## src/rtl/poisson_spike_encoder_pkg.sv

```systemverilog
// Shared neuron-bank definitions: default geometry, scan FSM encoding and the
// saturating rate constant used by the spike encoder.
package poisson_spike_encoder_pkg;

  localparam int NUM_NEURONS_DEF = 16;
  localparam int ID_W_DEF        = 4;
  localparam int RATE_W_DEF      = 16;

  // Held at 32 bits so any RATE_W up to the RNG word width can truncate it.
  localparam logic [31:0] RATE_ALL_ONES = 32'hFFFF_FFFF;

  typedef enum logic [1:0] {
    ST_IDLE = 2'd0,
    ST_DRAW = 2'd1,
    ST_EMIT = 2'd2,
    ST_DONE = 2'd3
  } enc_state_e;

endpackage

```

## src/rtl/poisson_spike_encoder_rate_regfile.sv

```systemverilog
// Per-neuron firing-rate storage: synchronous write, asynchronous read, and an
// asynchronous clear on reset.
module poisson_spike_encoder_rate_regfile
  import poisson_spike_encoder_pkg::*;
#(
  parameter int NUM_NEURONS = NUM_NEURONS_DEF,
  parameter int ID_W        = ID_W_DEF,
  parameter int RATE_W      = RATE_W_DEF
) (
  input  logic              clk,
  input  logic              rst_n,
  input  logic              we_i,
  input  logic [ID_W-1:0]   waddr_i,
  input  logic [RATE_W-1:0] wdata_i,
  input  logic [ID_W-1:0]   raddr_i,
  output logic [RATE_W-1:0] rdata_o
);

  logic [RATE_W-1:0] mem_q [NUM_NEURONS];
  logic              waddr_ok;
  logic              raddr_ok;

  // Addresses beyond the populated neurons are silently ignored.
  assign waddr_ok = 32'(waddr_i) < NUM_NEURONS;
  assign raddr_ok = 32'(raddr_i) < NUM_NEURONS;

  always_ff @(posedge clk or negedge rst_n) begin
    if (!rst_n) begin
      for (int i = 0; i < NUM_NEURONS; i++) begin
        mem_q[i] <= '0;
      end
    end else if (we_i && waddr_ok) begin
      mem_q[waddr_i] <= wdata_i;
    end
  end

  assign rdata_o = raddr_ok ? mem_q[raddr_i] : '0;

endmodule

```

## src/rtl/poisson_spike_encoder.sv

```systemverilog
// Poisson spike encoder: each timestep scans every neuron, compares one fresh
// RNG word against its rate and streams the hits out as neuron ids.
//
//   state | meaning
//   IDLE  | waiting for timestep_start
//   DRAW  | compare rate[idx] with the current random word, advance RNG
//   EMIT  | present spike_id until the consumer accepts it
//   DONE  | one-cycle completion pulse, then back to IDLE
module poisson_spike_encoder
  import poisson_spike_encoder_pkg::*;
#(
  parameter int NUM_NEURONS = NUM_NEURONS_DEF,
  parameter int ID_W        = ID_W_DEF,
  parameter int RATE_W      = RATE_W_DEF
) (
  input  logic              clk,
  input  logic              rst_n,
  input  logic              rate_we,
  input  logic [ID_W-1:0]   rate_addr,
  input  logic [RATE_W-1:0] rate_wdata,
  input  logic              timestep_start,
  input  logic [31:0]       random_in,
  output logic              rng_enable,
  output logic              spike_valid,
  input  logic              spike_ready,
  output logic [ID_W-1:0]   spike_id,
  output logic              busy,
  output logic              done,
  output logic              overrun
);

  localparam logic [ID_W-1:0]   LAST_IDX = ID_W'(NUM_NEURONS - 1);
  localparam logic [RATE_W-1:0] RATE_MAX = RATE_W'(RATE_ALL_ONES);

  enc_state_e        state_q, state_d;
  logic [ID_W-1:0]   idx_q, idx_d;
  logic [ID_W-1:0]   spike_id_q, spike_id_d;
  logic              overrun_q, overrun_d;
  logic [RATE_W-1:0] rate_cur;
  logic              hit;
  logic              last_idx;
  logic              unused_rnd_hi;

  poisson_spike_encoder_rate_regfile #(
    .NUM_NEURONS (NUM_NEURONS),
    .ID_W        (ID_W),
    .RATE_W      (RATE_W)
  ) u_rate_regfile (
    .clk     (clk),
    .rst_n   (rst_n),
    .we_i    (rate_we),
    .waddr_i (rate_addr),
    .wdata_i (rate_wdata),
    .raddr_i (idx_q),
    .rdata_o (rate_cur)
  );

  // The all-ones rate is forced to fire so that probability 1.0 is reachable.
  assign hit           = (rate_cur == RATE_MAX) || (random_in[RATE_W-1:0] < rate_cur);
  assign last_idx      = (idx_q == LAST_IDX);
  assign unused_rnd_hi = ^random_in[31:RATE_W];

  always_ff @(posedge clk or negedge rst_n) begin
    if (!rst_n) begin
      state_q    <= ST_IDLE;
      idx_q      <= '0;
      spike_id_q <= '0;
      overrun_q  <= 1'b0;
    end else begin
      state_q    <= state_d;
      idx_q      <= idx_d;
      spike_id_q <= spike_id_d;
      overrun_q  <= overrun_d;
    end
  end

  always_comb begin
    state_d    = state_q;
    idx_d      = idx_q;
    spike_id_d = spike_id_q;
    // Any start outside IDLE, including the DONE->IDLE cycle, is dropped.
    overrun_d  = timestep_start && (state_q != ST_IDLE);
    case (state_q)
      ST_IDLE: begin
        if (timestep_start) begin
          state_d = ST_DRAW;
          idx_d   = '0;
        end
      end
      ST_DRAW: begin
        if (hit) begin
          state_d    = ST_EMIT;
          spike_id_d = idx_q;
        end else if (last_idx) begin
          state_d = ST_DONE;
        end else begin
          idx_d = idx_q + 1'b1;
        end
      end
      ST_EMIT: begin
        if (spike_ready) begin
          if (last_idx) begin
            state_d = ST_DONE;
          end else begin
            state_d = ST_DRAW;
            idx_d   = idx_q + 1'b1;
          end
        end
      end
      ST_DONE: begin
        state_d = ST_IDLE;
      end
      default: begin
        state_d = ST_IDLE;
      end
    endcase
  end

  always_comb begin
    rng_enable  = 1'b0;
    spike_valid = 1'b0;
    busy        = 1'b0;
    done        = 1'b0;
    case (state_q)
      ST_DRAW: begin
        rng_enable = 1'b1;
        busy       = 1'b1;
      end
      ST_EMIT: begin
        spike_valid = 1'b1;
        busy        = 1'b1;
      end
      ST_DONE: begin
        done = 1'b1;
      end
      default: begin
        busy = 1'b0;
      end
    endcase
  end

  assign spike_id = spike_id_q;
  assign overrun  = overrun_q;

endmodule

```

## config.mk

```make
export PLATFORM = sky130hd
export DESIGN_NAME = poisson_spike_encoder
export DESIGN_NICKNAME = d
export VERILOG_FILES = /design/src/rtl/poisson_spike_encoder_pkg.sv /design/src/rtl/poisson_spike_encoder_rate_regfile.sv /design/src/rtl/poisson_spike_encoder.sv
export SDC_FILE = /design/constraint.sdc
export NUM_CORES = 1
export LEC_CHECK = 0
export ABC_AREA = 1
export BUFFER_PORTS_ARGS = -buffer_cell sky130_fd_sc_hd__buf_2
export CAP_MARGIN = 20
export CELL_PAD_IN_SITES_DETAIL_PLACEMENT = 0
export CELL_PAD_IN_SITES_GLOBAL_PLACEMENT = 1
export CORE_UTILIZATION = 41
export CTS_CLUSTER_SIZE = 14
export DETAILED_ROUTE_END_ITERATION = 10
export MAX_ROUTING_LAYER = met4
export PLACE_DENSITY_LB_ADDON = 0.1
export SLEW_MARGIN = 20
export SYNTH_ARGS = -nofsm -noshare
export SYNTH_HDL_FRONTEND = slang
export SYNTH_HIERARCHICAL = 1
export SYNTH_SLANG_ARGS = --single-unit
```

## constraint.sdc

```tcl
create_clock -name clk -period 2.6 [get_ports clk]
set_clock_uncertainty 0.15 [all_clocks]
set_input_delay 0.26 -clock clk [delete_from_list [all_inputs] [get_ports clk]]
set_output_delay 0.26 -clock clk [all_outputs]
set_load 0.01 [all_outputs]
```

==> impl_metrics.json <==
{
  "yosysWarningCount": 6,
  "fillers": 3087,
  "yosysMostFrequentCell": "nand2_1",
  "gp_congestion": 0.8072,
  "syn_area_um2": 13440,
  "io_pins": 66,
  "vias": 11980,
  "fin_nets": 1980,
  "cp-end-kind": "register",
  "yosysTopAreaCell": "dfrtp_1",
  "slowest_stage": "dfrtp_4",
  "synthCells": 1797,
  "cts.sinks": 267,
  "rows": 65,
  "period_share_pct": 115.1,
  "clock_latency_ns": 0.58,
  "rsz0062_at_grt": "true",
  "hp-class": "in -> reg",
  "ys_seq_area_share_pct": 49.70,
  "layout_setup_ws_ns": -0.3924,
  "synthesis.nets": 1874,
  "crit_required_ns": 2.91,
  "crit_family": "simple AND/OR/NAND/NOR gates",
  "area_growth_syn_to_layout_pct": 28.53,
  "synthTopCellsByCount": "nand2_1, o21ai_0, inv_1",
  "drv_slew": 0,
  "finalSetupViolations": 10,
  "highest_layer": "met4",
  "start_util_pct": 42.17,
  "clk_pin_slew_ns": 0.06,
  "coreArea_um2": 31880,
  "hold_viol": 0,
  "postRouteAntennaNets": 0,
  "tns_ns": -3.296,
  "path_common_cell": "nand2_1",
  "synthArstFlopShare_pct": 100.0,
  "drt_pass1_iterations": 5,
  "critPathMaxFanout": 4,
  "cp_num_buf_inv": 6,
  "first_iter_violations": 1023,
  "grt_overflow": 0,
  "cts-htree-levels": 1,
  "dr_wl_met2_um": 20600,
  "status": "complete, but fails checks",
  "die_w_um": 183.1,
  "grt_max_degree": 60,
  "slew_headroom_pct": 53.52,
  "final_cell_area_um2": 17280,
  "wirelength_um": 45360,
  "p_leak_nw": 8.542,
  "place_area_um2": 14540,
  "cp-start-kind": "register",
  "cts_root_buffer": "clkbuf_16",
  "violations": "setup timing",
  "dieArea_um2": 33520,
  "grt_first_pass_wirelength_um": 69490,
  "cts_buffers": 31,
  "synth.distinct_cells": 28,
  "cts_tree": "done",
  "critPathKind": "reg -> reg",
  "synth_top_area_share_pct": 49.70,
  "route.detailed.wl_per_inst_um": 19.18,
  "drive_gt1_share_pct": 19.45,
  "power_density_nw_per_um2": 1107,
  "syn_avg_cell_area_um2": 7.481,
  "cap_violations": 0,
  "synthTopCellsByArea": "dfrtp_1, nand2_1, o21ai_0, inv_1, nand3_1",
  "arrival_ns": 3.30,
  "wl_met1_um": 20830,
  "io_buffers": 49,
  "worstMarginPinSlew_ns": 0.6931,
  "crit_chain": "buf_8 > bufbuf_16 > o21ai_2 > nand2_1 > nand3_2 > nand3_2 > nand2_2 > inv_2 > ha_4 > nand2_4 > inv_2 > nand3_2 > nor3_2 > nand2_1 > nand2_2 > buf_6 > nand4_1 > nand2_2 > inv_1 > nand2_1 > nand2_1",
  "ir_drop_uv": 771.2,
  "synth_flop_cell": "dfrtp_1",
  "grt.total_usage_pct": 28.45,
  "vias_per_cell": 5.067,
  "max_freq_ghz": 0.3342,
  "drc": 0,
  "antenna_found_initial": 2,
  "whs_ns": 0.02484,
  "min_period_ns": 2.992,
  "grt_pass1_vias": 11570,
  "synth-seq-cells": 267,
  "synth_edf_count": 0,
  "cts_buffer_depth": 3,
  "met3WireLength_um": 2943,
  "place_hpwl_um": 26780,
  "die_h_um": 183.1,
  "slowest_delay_ns": 0.50
}
-- cells in the final DEF (no fill, tap or decap), drive strengths merged --
master,n
nand2,590
o21ai,294
inv,276
dfrtp,267
nand3,200
buf,166
clkbuf,45
ha,20
dlygate4sd3,18
nor2,13
clkinv,11
a21oi,8
nor3,5
nand4,4
diode,2
or2,2
bufinv,2
bufbuf,2
nor4,2
a211oi,1
a31oi,1
nand3b,1
-- cell type report --
cell class                      count  area [um^2]  share of cell area, %
Tap cell                          435        544.3                  3.150
Multi-Input combinational cell   1141         5828                  33.73
Timing Repair inverter              1        16.27                0.09413
Clock buffer                       45        918.4                  5.315
Clock inverter                     13        126.4                 0.7313
Inverter                          275         1061                  6.140
Antenna cell                        2        5.005                0.02896
Sequential cell                   267         6686                  38.69
Timing Repair Buffer              186         2095                  12.12
-- path summary, 6_finish.rpt --
check                      slack (ns)                         to  cells past startpoint                       from
max in group asynchronous        1.43  u_rate_regfile/mem_q[218]                      3                      rst_n
min                              0.02                 state_q[1]                      7                spike_ready
max                             -0.39                 state_q[0]                     21                   idx_q[0]
min reg2reg                      0.33  u_rate_regfile/mem_q[143]                      2  u_rate_regfile/mem_q[143]
min in group asynchronous        0.07  u_rate_regfile/mem_q[135]                      2                      rst_n
max reg2reg                     -0.39                 state_q[0]                     21                   idx_q[0]
-- registers in the layout, summed over array words and instances (netlist names) --
name / cells
overrun: 1
state_q: 2
u_rate_regfile/mem_q: 256
idx_q: 4
spike_id: 4
-- logic make-up after synthesis --
logic type,Yosys count,share of synthesized area (%)
simple gates,816,25.56
buf+inv,390,11.54
compound gates,304,11.34
flops,267,49.70
fa+ha+maj,20,1.861
-- per-layer routing --
layer	GRT usage (%)	up-vias
met1	38.94	5702
met2	43.36	378
met4	7.367	0
met5	-	-
li1	-	5831
met3	5.322	73
-- timing repair --
item	4_1_cts	5_1_grt
gates resized for setup	115	80
buffers inserted	22	3
endpoints found under the hold margin	267	0
setup endpoints to repair	10	10
hold buffers	18	0
cloned	19	0
pin swaps	33	53
-- power by group --
part	switching [mW]	internal [mW]
combinational	5.07	4.10
sequential	0.443	5.06
clock	1.81	2.64
-- tightest hold or removal path: stages --
cell and delay (ns):
buf_2 0.09, inv_1 0.04, nand2_1 0.04, nand2_1 0.08
inv_1 0.05, nand2_2 0.07, o21ai_1 0.06
-- through the flow --
step	util [%]	std cells	total power, mW	setup slack (ns)
after floorplan	-	1797	9.425	0.01550
after global routing	54.20	2365	20.36	-0.5140
after CTS	53.14	2360	18.49	-0.2877
after detailed placement	45.60	2243	11.78	-0.3859
final	54.20	2365	19.12	-0.3924
after global placement	45.60	2243	11.71	-0.3522
Power figures use the tool's default switching activity.
